===== config.mk =====
export PLATFORM = sky130hd
export DESIGN_NAME = dsp_rx_flat
export DESIGN_NICKNAME = d
export VERILOG_FILES = /design/src/rtl/dsp_rx_if.sv /design/src/rtl/dsp_rx.sv /design/src/flat_wrapper.sv
export SDC_FILE = /design/constraint.sdc
export NUM_CORES = 1
export LEC_CHECK = 0
export CORE_MARGIN = 2
export CORE_UTILIZATION = 56
export DETAILED_ROUTE_END_ITERATION = 12
export GPL_ROUTABILITY_DRIVEN = 0
export HOLD_SLACK_MARGIN = 0.02
export PLACE_DENSITY = 0.85
export SLEW_MARGIN = 20
export SYNTH_ARGS = -nofsm -noshare
export SYNTH_HDL_FRONTEND = slang
export SYNTH_SLANG_ARGS = --single-unit

===== constraint.sdc =====
create_clock -name DCLK -period 5.18 [get_ports DCLK]
set_clock_uncertainty 0.1 [all_clocks]
set_input_delay 1.036 -clock DCLK [delete_from_list [all_inputs] [get_ports DCLK]]
set_output_delay 1.036 -clock DCLK [all_outputs]
set_load 0.005 [all_outputs]

===== src/rtl/dsp_rx_if.sv =====
// Video input / capture output bundle for dsp_rx. The slave side is the receiver;
// the master side is whatever drives video in and consumes captured pixels.
interface dsp_rx_if;
    logic        DSP_HSYNC_X;
    logic        DSP_VSYNC_X;
    logic        DSP_DE;
    logic [7:0]  DSP_R;
    logic [7:0]  DSP_G;
    logic [7:0]  DSP_B;
    logic        PIX_VALID;
    logic [10:0] PIX_X;
    logic [10:0] PIX_Y;
    logic [23:0] PIX_DATA;
    logic        FRAME_START;
    logic [10:0] HACT;
    logic [10:0] VACT;
    logic        LOCKED;
    logic        LOCK_LOST;
    logic [31:0] FRAME_SUM;

    modport master (
        output DSP_HSYNC_X, DSP_VSYNC_X, DSP_DE, DSP_R, DSP_G, DSP_B,
        input  PIX_VALID, PIX_X, PIX_Y, PIX_DATA, FRAME_START,
        input  HACT, VACT, LOCKED, LOCK_LOST, FRAME_SUM
    );

    modport slave (
        input  DSP_HSYNC_X, DSP_VSYNC_X, DSP_DE, DSP_R, DSP_G, DSP_B,
        output PIX_VALID, PIX_X, PIX_Y, PIX_DATA, FRAME_START,
        output HACT, VACT, LOCKED, LOCK_LOST, FRAME_SUM
    );
endinterface


===== src/rtl/dsp_rx.sv =====
// dsp_rx: registers parallel RGB video, measures active width/height, tracks timing lock
// and tags captured pixels with coordinates. Define DSP_RX_CHECKSUM_EN for FRAME_SUM.
module dsp_rx #(
    parameter int LOCK_FRAMES = 2
) (
    input  logic    DCLK,
    input  logic    ARESETN,
    dsp_rx_if.slave bus
);
    typedef enum logic [1:0] {SEARCH = 2'd0, MEASURE = 2'd1, LOCK = 2'd2} state_t;

    localparam logic [3:0]  LOCK_N   = 4'(LOCK_FRAMES);
    localparam logic [11:0] HS_LIMIT = 12'hFFF;

    function automatic logic [10:0] sat11(input logic [11:0] v);
        return v[11] ? 11'h7FF : v[10:0];
    endfunction

    // Counts stop at 2048 so "exceeds 2047" stays visible in bit 11.
    function automatic logic [11:0] sat_inc12(input logic [11:0] v);
        return v[11] ? v : v + 12'd1;
    endfunction

    function automatic logic [3:0] sat_inc4(input logic [3:0] v);
        return (v == 4'hF) ? v : v + 4'd1;
    endfunction

    logic        hs_p0, vs_p0, vld_p0;
    logic [23:0] rgb_p0;
    logic        vs_p1, vld_p1;
    logic        pix_vld_p1;
    logic [10:0] pix_x_p1, pix_y_p1;
    logic [23:0] pix_data_p1;
    logic [11:0] w_cnt, line_cnt, first_w, hs_cnt;
    logic        first_set, bad;
    state_t      state_q, state_d;
    logic [3:0]  match_q, match_d;
    logic [10:0] hact_q, hact_d, vact_q, vact_d;
    logic        frame_start_q, lock_lost_q, inc;
    logic        bnd, start, run_end, hs_timeout, end_bad, frame_ok;
    logic [11:0] fw;

    // stage p0: input registers
    always_ff @(posedge DCLK or negedge ARESETN) begin
        if (!ARESETN) begin
            hs_p0  <= 1'b0;
            vs_p0  <= 1'b0;
            vld_p0 <= 1'b0;
            rgb_p0 <= '0;
        end else begin
            hs_p0  <= bus.DSP_HSYNC_X;
            vs_p0  <= bus.DSP_VSYNC_X;
            vld_p0 <= bus.DSP_DE;
            rgb_p0 <= {bus.DSP_R, bus.DSP_G, bus.DSP_B};
        end
    end

    assign bnd        = vs_p1 & ~vs_p0;
    assign start      = vld_p0 & ~vld_p1;
    assign run_end    = vld_p1 & ~vld_p0;
    assign hs_timeout = hs_p0 & (hs_cnt == HS_LIMIT);

    // A line closing on the boundary cycle has not been folded into first_w/bad yet.
    assign end_bad  = run_end & ((first_set & (w_cnt != first_w)) | w_cnt[11]);
    assign fw       = first_set ? first_w : (run_end ? w_cnt : 12'd0);
    assign frame_ok = ~bad & ~end_bad & ~vld_p0 & (fw != 12'd0) &
                      (line_cnt != 12'd0) & ~line_cnt[11];

    // stage p1: edge history, coordinates, frame measurement
    always_ff @(posedge DCLK or negedge ARESETN) begin
        if (!ARESETN) begin
            vs_p1       <= 1'b0;
            vld_p1      <= 1'b0;
            pix_vld_p1  <= 1'b0;
            pix_x_p1    <= '0;
            pix_y_p1    <= '0;
            pix_data_p1 <= '0;
            w_cnt       <= '0;
            line_cnt    <= '0;
            first_w     <= '0;
            first_set   <= 1'b0;
            bad         <= 1'b0;
            hs_cnt      <= '0;
        end else begin
            vs_p1      <= vs_p0;
            vld_p1     <= vld_p0;
            pix_vld_p1 <= vld_p0 & (state_q != SEARCH);
            if (vld_p0) begin
                pix_data_p1 <= rgb_p0;
                pix_x_p1    <= start ? 11'd0 : sat11(w_cnt);
                w_cnt       <= start ? 12'd1 : sat_inc12(w_cnt);
                if (start)
                    pix_y_p1 <= bnd ? 11'd0 : sat11(line_cnt);
            end
            if (bnd)
                line_cnt <= start ? 12'd1 : 12'd0;
            else if (start)
                line_cnt <= sat_inc12(line_cnt);
            if (bnd) begin
                first_w   <= '0;
                first_set <= 1'b0;
                bad       <= 1'b0;
            end else if (run_end) begin
                if (!first_set) begin
                    first_w   <= w_cnt;
                    first_set <= 1'b1;
                end else if (w_cnt != first_w) begin
                    bad <= 1'b1;
                end
                if (w_cnt[11])
                    bad <= 1'b1;
            end
            if (!hs_p0)
                hs_cnt <= '0;
            else if (hs_cnt != HS_LIMIT)
                hs_cnt <= hs_cnt + 12'd1;
        end
    end

    always_comb begin
        state_d = state_q;
        match_d = match_q;
        hact_d  = hact_q;
        vact_d  = vact_q;
        inc     = 1'b0;
        if (hs_timeout) begin
            state_d = SEARCH;
        end else if (bnd) begin
            if (state_q == SEARCH) begin
                state_d = MEASURE;
                match_d = '0;
            end else begin
                if (frame_ok && fw[10:0] == hact_q && line_cnt[10:0] == vact_q) begin
                    match_d = sat_inc4(match_q);
                    inc     = 1'b1;
                end else if (frame_ok) begin
                    hact_d  = fw[10:0];
                    vact_d  = line_cnt[10:0];
                    match_d = 4'd1;
                end else begin
                    match_d = '0;
                end
                if (state_q == LOCK && !inc)
                    state_d = MEASURE;
                else if (match_d >= LOCK_N)
                    state_d = LOCK;
                else
                    state_d = MEASURE;
            end
        end
    end

    // stage p1: lock state and measured timing, aligned with FRAME_START
    always_ff @(posedge DCLK or negedge ARESETN) begin
        if (!ARESETN) begin
            state_q       <= SEARCH;
            match_q       <= '0;
            hact_q        <= '0;
            vact_q        <= '0;
            frame_start_q <= 1'b0;
            lock_lost_q   <= 1'b0;
        end else begin
            state_q       <= state_d;
            match_q       <= match_d;
            hact_q        <= hact_d;
            vact_q        <= vact_d;
            frame_start_q <= bnd;
            lock_lost_q   <= (state_q == LOCK) && (state_d != LOCK);
        end
    end

`ifdef DSP_RX_CHECKSUM_EN
    logic [31:0] acc_q, acc_nx, sum_q;

    assign acc_nx = acc_q + (pix_vld_p1 ? {8'h00, pix_data_p1} : 32'd0);

    // stage p2: checksum accumulation over captured pixels
    always_ff @(posedge DCLK or negedge ARESETN) begin
        if (!ARESETN) begin
            acc_q <= '0;
            sum_q <= '0;
        end else if (bnd) begin
            sum_q <= acc_nx;
            acc_q <= '0;
        end else begin
            acc_q <= acc_nx;
        end
    end

    assign bus.FRAME_SUM = sum_q;
`else
    assign bus.FRAME_SUM = '0;
`endif

    assign bus.PIX_VALID   = pix_vld_p1;
    assign bus.PIX_X       = pix_x_p1;
    assign bus.PIX_Y       = pix_y_p1;
    assign bus.PIX_DATA    = pix_data_p1;
    assign bus.FRAME_START = frame_start_q;
    assign bus.HACT        = hact_q;
    assign bus.VACT        = vact_q;
    assign bus.LOCKED      = (state_q == LOCK);
    assign bus.LOCK_LOST   = lock_lost_q;
endmodule


===== src/flat_wrapper.sv =====
// flat-port wrapper written by rule: the top's interface ports become plain ports
module dsp_rx_flat 
#(
    parameter int LOCK_FRAMES = 2
)
  (DCLK, ARESETN, bus_DSP_HSYNC_X, bus_DSP_VSYNC_X, bus_DSP_DE, bus_DSP_R, bus_DSP_G, bus_DSP_B, bus_PIX_VALID, bus_PIX_X, bus_PIX_Y, bus_PIX_DATA, bus_FRAME_START, bus_HACT, bus_VACT, bus_LOCKED, bus_LOCK_LOST, bus_FRAME_SUM);
  dsp_rx_if bus_i ();
  input  logic DCLK;
  input  logic ARESETN;
  input wire logic [$bits(bus_i.DSP_HSYNC_X)-1:0] bus_DSP_HSYNC_X;
  input wire logic [$bits(bus_i.DSP_VSYNC_X)-1:0] bus_DSP_VSYNC_X;
  input wire logic [$bits(bus_i.DSP_DE)-1:0] bus_DSP_DE;
  input wire logic [$bits(bus_i.DSP_R)-1:0] bus_DSP_R;
  input wire logic [$bits(bus_i.DSP_G)-1:0] bus_DSP_G;
  input wire logic [$bits(bus_i.DSP_B)-1:0] bus_DSP_B;
  output wire logic [$bits(bus_i.PIX_VALID)-1:0] bus_PIX_VALID;
  output wire logic [$bits(bus_i.PIX_X)-1:0] bus_PIX_X;
  output wire logic [$bits(bus_i.PIX_Y)-1:0] bus_PIX_Y;
  output wire logic [$bits(bus_i.PIX_DATA)-1:0] bus_PIX_DATA;
  output wire logic [$bits(bus_i.FRAME_START)-1:0] bus_FRAME_START;
  output wire logic [$bits(bus_i.HACT)-1:0] bus_HACT;
  output wire logic [$bits(bus_i.VACT)-1:0] bus_VACT;
  output wire logic [$bits(bus_i.LOCKED)-1:0] bus_LOCKED;
  output wire logic [$bits(bus_i.LOCK_LOST)-1:0] bus_LOCK_LOST;
  output wire logic [$bits(bus_i.FRAME_SUM)-1:0] bus_FRAME_SUM;
  assign bus_i.DSP_HSYNC_X = bus_DSP_HSYNC_X;
  assign bus_i.DSP_VSYNC_X = bus_DSP_VSYNC_X;
  assign bus_i.DSP_DE = bus_DSP_DE;
  assign bus_i.DSP_R = bus_DSP_R;
  assign bus_i.DSP_G = bus_DSP_G;
  assign bus_i.DSP_B = bus_DSP_B;
  assign bus_PIX_VALID = bus_i.PIX_VALID;
  assign bus_PIX_X = bus_i.PIX_X;
  assign bus_PIX_Y = bus_i.PIX_Y;
  assign bus_PIX_DATA = bus_i.PIX_DATA;
  assign bus_FRAME_START = bus_i.FRAME_START;
  assign bus_HACT = bus_i.HACT;
  assign bus_VACT = bus_i.VACT;
  assign bus_LOCKED = bus_i.LOCKED;
  assign bus_LOCK_LOST = bus_i.LOCK_LOST;
  assign bus_FRAME_SUM = bus_i.FRAME_SUM;
  dsp_rx #(.LOCK_FRAMES(LOCK_FRAMES)) u_core (.DCLK(DCLK), .ARESETN(ARESETN), .bus(bus_i));
endmodule

Word-level counts from Yosys, hierarchy flattened. Cells that the tools add are included.

Divide/modulo/power cells: 0. Reduce and logical (&&, ||, !) cells: 20. Shift operators: 0. Multiplexer cells: 40. $mul: 0. $add $sub $neg: 4. Eq/ne operators: 12. Magnitude comparators: 1. Bitwise gates (word level): 22.

Operators by type and width (number): $mux 12 (12); $mux 11 (4); $add 12x1->12 const B (3); $mux 4 (6); $reduce_bool 12->1 (2); $eq 11x11->1 (2); $mux 1 (13); $and 1x1->1 (12); $eq 12x12->1 const B (1); $ne 12x12->1 (1); $ne 12x12->1 const B (1); $mux 2 (5); $ne 2x2->1 const B (5); $reduce_and 2->1 (5); $not 1->1 (9); $reduce_bool 2->1 (3); $reduce_bool 3->1 (2); $reduce_and 5->1 (1); $add 4x1->4 const B (1); $eq 4x4->1 const B (1); $ge 4x2->1 const B (1); $logic_and 1x1->1 (4); $reduce_and 3->1 (1); $eq 2x2->1 const B (1); other kinds (3) (3).

ROM bits: 0. RAM bits: 0. Memories: 0. Input bits: 29. Register bits: 156. Output and inout bits: 104. Latch bits: 0.

Longest topological paths before layout.
Word-level depth: 24. Mapped depth: 10. Mapped depth without buffers: 9.

Worst setup path after synthesis. No wires, ideal clock.

Path type: register -> register. Start: register u_core.w_cnt[5]. End: register u_core.vact_q[10] (netlist: u_core.bus.VACT[10]). Data required time: 4.955 ns. Arrival time: 2.250 ns. Slack: 2.705 ns. Cell stages (with the launch flop): 10. Path buffers: 2. Cells stage by stage: dfrtp_1 -> buf_2 -> xor2_1 -> or4_1 -> nor4_2 -> o21a_2 -> nand3_4 -> nor2_8 -> buf_8 -> mux2_4.

Word-level cells in the longest chain between the ends: 14.

Ends and longest elaborated chain: start: declaration (RTL line dsp_rx.sv:34) `logic [11:0] w_cnt, line_cnt, first_w, hs_cnt;`; start signal: assignment (RTL line dsp_rx.sv:91) `w_cnt <= start ? 12'd1 : sat_inc12(w_cnt);`; $ne 12x12->1 (RTL line dsp_rx.sv:64) `assign end_bad = run_end & ((first_set & (w_cnt != first_w)) | w_cnt[11]);`; $and 1x1->1 (RTL line dsp_rx.sv:64); $or 1x1->1 (RTL line dsp_rx.sv:64); $and 1x1->1 (RTL line dsp_rx.sv:64); $not 1->1 (RTL line dsp_rx.sv:66) `assign frame_ok = ~bad & ~end_bad & ~vld_p0 & (fw != 12'd0) &`; $and 1x1->1 (4 in series) (RTL line dsp_rx.sv:66); $and 1x1->1 (RTL line dsp_rx.sv:67) `(line_cnt != 12'd0) & ~line_cnt[11];`; $logic_and 1x1->1 (2 in series) (RTL line dsp_rx.sv:133) `if (frame_ok && fw[10:0] == hact_q && line_cnt[10:0] == vact_q) begin`; $not 1->1 (no line); $reduce_and 5->1 (no line) *; end signal: assignment (RTL line dsp_rx.sv:166) `vact_q <= vact_d;`; end: declaration (RTL line dsp_rx.sv:38) `logic [10:0] hact_q, hact_d, vact_q, vact_d;`.

Mark *: on every way between the ends. The rest lies on a longest branch, timed or not. A chain may end at the register's enable or synchronous reset.

Worst setup path after layout.
Start: register u_core.vld_p1. End: register u_core.hact_q[9] (netlist: u_core.bus.HACT[9]).

Word-level cells in the longest chain between the ends: 12.

Ends and longest elaborated chain: start: declaration (RTL line dsp_rx.sv:30) `logic vs_p1, vld_p1;`; start signal: assignment (RTL line dsp_rx.sv:86) `vld_p1 <= vld_p0;`; $and 1x1->1 * (RTL line dsp_rx.sv:60) `assign run_end = vld_p1 & ~vld_p0;`; parallel branches: the longest is 11 deep, another holds $mux 12; end signal: assignment (RTL line dsp_rx.sv:165) `hact_q <= hact_d;`; end: declaration (RTL line dsp_rx.sv:38).

Every way passes the cells marked *.

==> impl_metrics.xml <==
<?xml version="1.0" encoding="UTF-8"?>
<metrics>
  <group name="yosys">
    <metric name="sequential_share_of_the_synthesized_area" unit="">0.551</metric>
    <metric name="synth_enable_flop_cells" unit="">0</metric>
    <metric name="synthDominantCellAreaShare" unit="">0.551</metric>
    <metric name="summed_instance_area_of_the_synthesized_netlist" unit="mm2">0.00709</metric>
    <metric name="synthesis.yosys.warnings" unit="">0</metric>
    <metric name="postSynth.asyncResetShare" unit="">1.00</metric>
    <metric name="post-synth-top-count-cell" unit="">sky130_fd_sc_hd__dfrtp_1</metric>
    <metric name="post_synth_inst_count" unit="">641</metric>
    <metric name="synth_top_cells_by_area" unit="">sky130_fd_sc_hd__dfrtp_1 55%, sky130_fd_sc_hd__xor2_1 5.1%, sky130_fd_sc_hd__mux2_2 4.6%, sky130_fd_sc_hd__buf_4 3.4%, sky130_fd_sc_hd__nand2_1 3.4%</metric>
    <metric name="ys.flop_type" unit="">sky130_fd_sc_hd__dfrtp_1</metric>
    <metric name="synth.avg_cell_area" unit="um2">11.1</metric>
    <metric name="synth_common_cells" unit="">156 x sky130_fd_sc_hd__dfrtp_1, 64 x sky130_fd_sc_hd__nand2_1, 42 x sky130_fd_sc_hd__o21ai_0</metric>
    <metric name="synth_top_cell_by_area" unit="">sky130_fd_sc_hd__dfrtp_1</metric>
    <metric name="netlist-cell-type-count" unit="">56</metric>
    <metric name="register_bit_count_reported_by_yosys" unit="">156</metric>
  </group>
  <group name="cts">
    <metric name="cts.sink_count" unit="">156</metric>
    <metric name="clkLatencyLatePin" unit="ns">0.42</metric>
    <metric name="tritoncts" unit="">yes</metric>
    <metric name="clkSlewWorstSetupHoldPaths" unit="ns">0.06</metric>
    <metric name="cts.path.max_buffers" unit="">2</metric>
    <metric name="cts_htree_levels" unit="">4</metric>
    <metric name="cts.repair_timing.setup_buffer_count" unit="">0</metric>
    <metric name="cts_resized" unit="">0</metric>
    <metric name="tritoncts.num_buffers" unit="">17</metric>
    <metric name="cts.root.buffer_cell" unit="">sky130_fd_sc_hd__clkbuf_16</metric>
    <metric name="cts_stage_hold_buffer_count" unit="">0</metric>
  </group>
  <group name="timing">
    <metric name="clock.fmax" unit="GHz">0.307</metric>
    <metric name="final_critical_path_setup_slack" unit="ns">1.92</metric>
    <metric name="setup_viol" unit="">0</metric>
    <metric name="fin_crit" unit="ns">3.26</metric>
    <metric name="rsz0062_at_grt" unit="">false</metric>
    <metric name="fin_setup_tns" unit="ns">0</metric>
    <metric name="slew_headroom" unit="">0.380</metric>
    <metric name="timing.final.crit_share" unit="">0.629</metric>
    <metric name="worst_hold_slack" unit="ns">0.287</metric>
    <metric name="max_slew.worst_pin.slew" unit="ns">0.929</metric>
    <metric name="timing_hold_violations_final" unit="">0</metric>
    <metric name="max_slew_violations" unit="">0</metric>
  </group>
  <group name="floorplanning">
    <metric name="floorplan_die_width" unit="um">116</metric>
    <metric name="dieHeight" unit="um">116</metric>
    <metric name="num_rows" unit="">41</metric>
    <metric name="core_area" unit="mm2">0.0125</metric>
    <metric name="floorplan.initialDensity" unit="">0.569</metric>
    <metric name="floorplan.die_area" unit="mm2">0.0136</metric>
    <metric name="design.portCount" unit="">133</metric>
  </group>
  <group name="power_and_ir_drop">
    <metric name="power.leakage" unit="nW">3.94</metric>
    <metric name="worst_vdd_ir" unit="uV">272</metric>
    <metric name="power_density" unit="mW/mm2">350</metric>
  </group>
  <group name="routing">
    <metric name="vias_per_cell" unit="">5.56</metric>
    <metric name="detail_route.wl_per_cell" unit="um">17.0</metric>
    <metric name="route.final.wire_length" unit="um">15400</metric>
    <metric name="drt_pre_antenna_iters" unit="">5</metric>
    <metric name="antenna_violating_nets_post_route" unit="">0</metric>
    <metric name="drcViolationCount" unit="">0</metric>
    <metric name="first_iter_violations" unit="">464</metric>
    <metric name="route.vias.total" unit="">5045</metric>
  </group>
  <group name="global_routing">
    <metric name="global_route.usage.met2" unit="">0.389</metric>
    <metric name="grt_util_all_layers" unit="">0.241</metric>
    <metric name="antenna_found_initial" unit="">0</metric>
    <metric name="global_route_hottest_layer" unit="">met2</metric>
    <metric name="first_global_vias" unit="">5018</metric>
    <metric name="groute.layer.met3.usage" unit="">0.0727</metric>
    <metric name="largest_net_degree_at_the_start_of_global_routing" unit="">116</metric>
    <metric name="grt_first_pass_wirelength" unit="um">25100</metric>
    <metric name="gr-usage-met1" unit="">0.315</metric>
    <metric name="global_route.overflow_total" unit="">0</metric>
  </group>
  <group name="worst_setup_path">
    <metric name="worstPathMaxFanout" unit="">23</metric>
    <metric name="worstSetupEndpointType" unit="">flip-flop</metric>
    <metric name="reg2regPathDepth" unit="">7</metric>
    <metric name="rr_startpoint" unit="">u_core.vld_p1</metric>
    <metric name="timing.critical_path.from_type" unit="">flip-flop</metric>
    <metric name="crit_arrival" unit="ns">3.45</metric>
    <metric name="criticalPathCategory" unit="">reg2reg</metric>
    <metric name="crit_path_cell_trace" unit="">nor3b_4 &gt; a22o_1 &gt; xor2_1 &gt; nor4_2 &gt; and3_4 &gt; nor2_8 &gt; mux2_1</metric>
    <metric name="timing.critical_path.slowest_stage_cell" unit="">sky130_fd_sc_hd__nor3b_4</metric>
    <metric name="rrSetupSlack" unit="ns">1.92</metric>
    <metric name="slowest_delay" unit="ns">0.81</metric>
    <metric name="timing.rr.end" unit="">u_core.bus.HACT[9]</metric>
    <metric name="worstPathRequired" unit="ns">5.38</metric>
  </group>
  <group name="final_layout">
    <metric name="number_of_fillers_in_the_final_layout" unit="">881</metric>
    <metric name="final_net_count" unit="">759</metric>
    <metric name="synthToLayoutAreaGrowth" unit="%">22.5</metric>
    <metric name="layout-drive-gt1-share" unit="">0.109</metric>
    <metric name="antenna-diode-count" unit="">0</metric>
  </group>
  <group name="hold_path">
    <metric name="class_of_the_tightest_hold_or_removal_check" unit="">reg2reg</metric>
    <metric name="timing.hold.worst_endpoint" unit="">u_core.vs_p1</metric>
    <metric name="worst_hold_path.num_cells" unit="">0</metric>
    <metric name="hold_path_startpoint" unit="">u_core.vs_p0</metric>
  </group>
  <group name="run_status">
    <metric name="result_of_the_run" unit="">completed</metric>
  </group>
  <group name="flow_run">
    <metric name="timing.max_cap.violations" unit="">0</metric>
  </group>
  <group name="placed_design">
    <metric name="dp.final_hpwl" unit="um">10400</metric>
    <metric name="placement_setup_slack" unit="ns">1.96</metric>
    <metric name="port-buffer-count" unit="">100</metric>
  </group>
</metrics>
-- routing by layer --
metal	wire length (um)	up-vias
met4	204	0
met2	7740	199
met3	1130	21
li1	-	2300
met1	6330	2525
met5	0	-
-- where the power goes --
group | switching [mW] | total, mW | internal, mW
Sequential | 0.0719 | 1.35 | 1.28
Clock | 0.462 | 1.33 | 0.872
Combinational | 0.172 | 0.346 | 0.174
-- how the worst max path moves through the flow --
stage / start / endpoint / slack, ns / cells after the start
final: u_core.vld_p1 / u_core.bus.HACT[9] / 1.92 / 7
after global routing: u_core.vld_p1 / u_core.bus.HACT[9] / 1.69 / 7
after CTS: u_core.vld_p1 / u_core.bus.HACT[9] / 1.91 / 7
after detailed placement: u_core.vld_p1 / u_core.bus.VACT[0] / 1.96 / 7
after global placement: u_core.vld_p1 / u_core.bus.VACT[0] / 2.13 / 7
after floorplan: u_core.w_cnt[5] / u_core.bus.VACT[10] / 2.71 / 9
-- logic make-up after synthesis --
group / count (synthesis) / share of synthesized area
adder cells (fa/ha/maj): 5 / 0.00883
flip-flops: 156 / 0.551
multiplexers: 46 / 0.0784
other: 1 / 0.000529
AND/OR/NAND/NOR: 178 / 0.130
XOR/XNOR: 53 / 0.0655
AO/OA/AOI/OAI: 115 / 0.0999
buffers and inverters: 87 / 0.0659
-- sequential cells by signal (all words and copies together), names as in the netlist, 2 cells and up --
name and cells:
u_core.bus.PIX_DATA 24, u_core.rgb_p0 24, u_core.first_w 12, u_core.hs_cnt 12, u_core.line_cnt 12, u_core.w_cnt 12
u_core.bus.HACT 11, u_core.bus.PIX_X 11, u_core.bus.PIX_Y 11, u_core.bus.VACT 11, u_core.match_q 4, u_core.state_q 2
-- through the flow --
stage                util  instances  total power, mW  area [um2]
floorplan               -        672             1.57        7200
global placement    0.646        878             1.70        8050
detailed placement  0.646        878             1.72        8050
CTS                 0.696        907             3.05        8680
global route        0.696        907             3.16        8680
finish              0.696        907             3.04        8680
-- layout make-up --
type                       count  area [um2]  share of cell area
sequential                   156        3910               0.450
multi-input combinational    429        2830               0.326
timing repair buffer         104        1030               0.119
clock buffer                  22         464              0.0535
tap                          172         215              0.0248
clock inverter                 7         164              0.0189
inverter                      17        63.8             0.00735
-- worst max-delay path, delay by kind of cell (launching register included) --
| family | cells | cell delay [ns] |
|---|---|---|
| xor+xnor | 1 | 0.21 |
| mux | 1 | 0.37 |
| compound gates | 1 | 0.33 |
| simple gates | 4 | 1.45 |
| flops | 1 | 0.66 |
-- cell usage in the layout (no fill, tap or decap), drive strengths merged, types with 4 or more instances in the layout --
cell / instances
dfrtp: 156
clkdlybuf4s50: 99
nand2: 64
mux2: 46
o21ai: 43
xor2: 41
nor2: 38
conb: 32
a21oi: 29
clkbuf: 23
inv: 16
nand3: 13
xnor2: 12
a22o: 12
o211ai: 10
and3: 10
nor3: 9
nor4: 9
nand4: 8
or3: 6
nand2b: 5
a31oi: 5
ha: 5
bufinv: 5
nor2b: 4
o31ai: 4
buf: 4
Power figures use the tool's default switching activity.
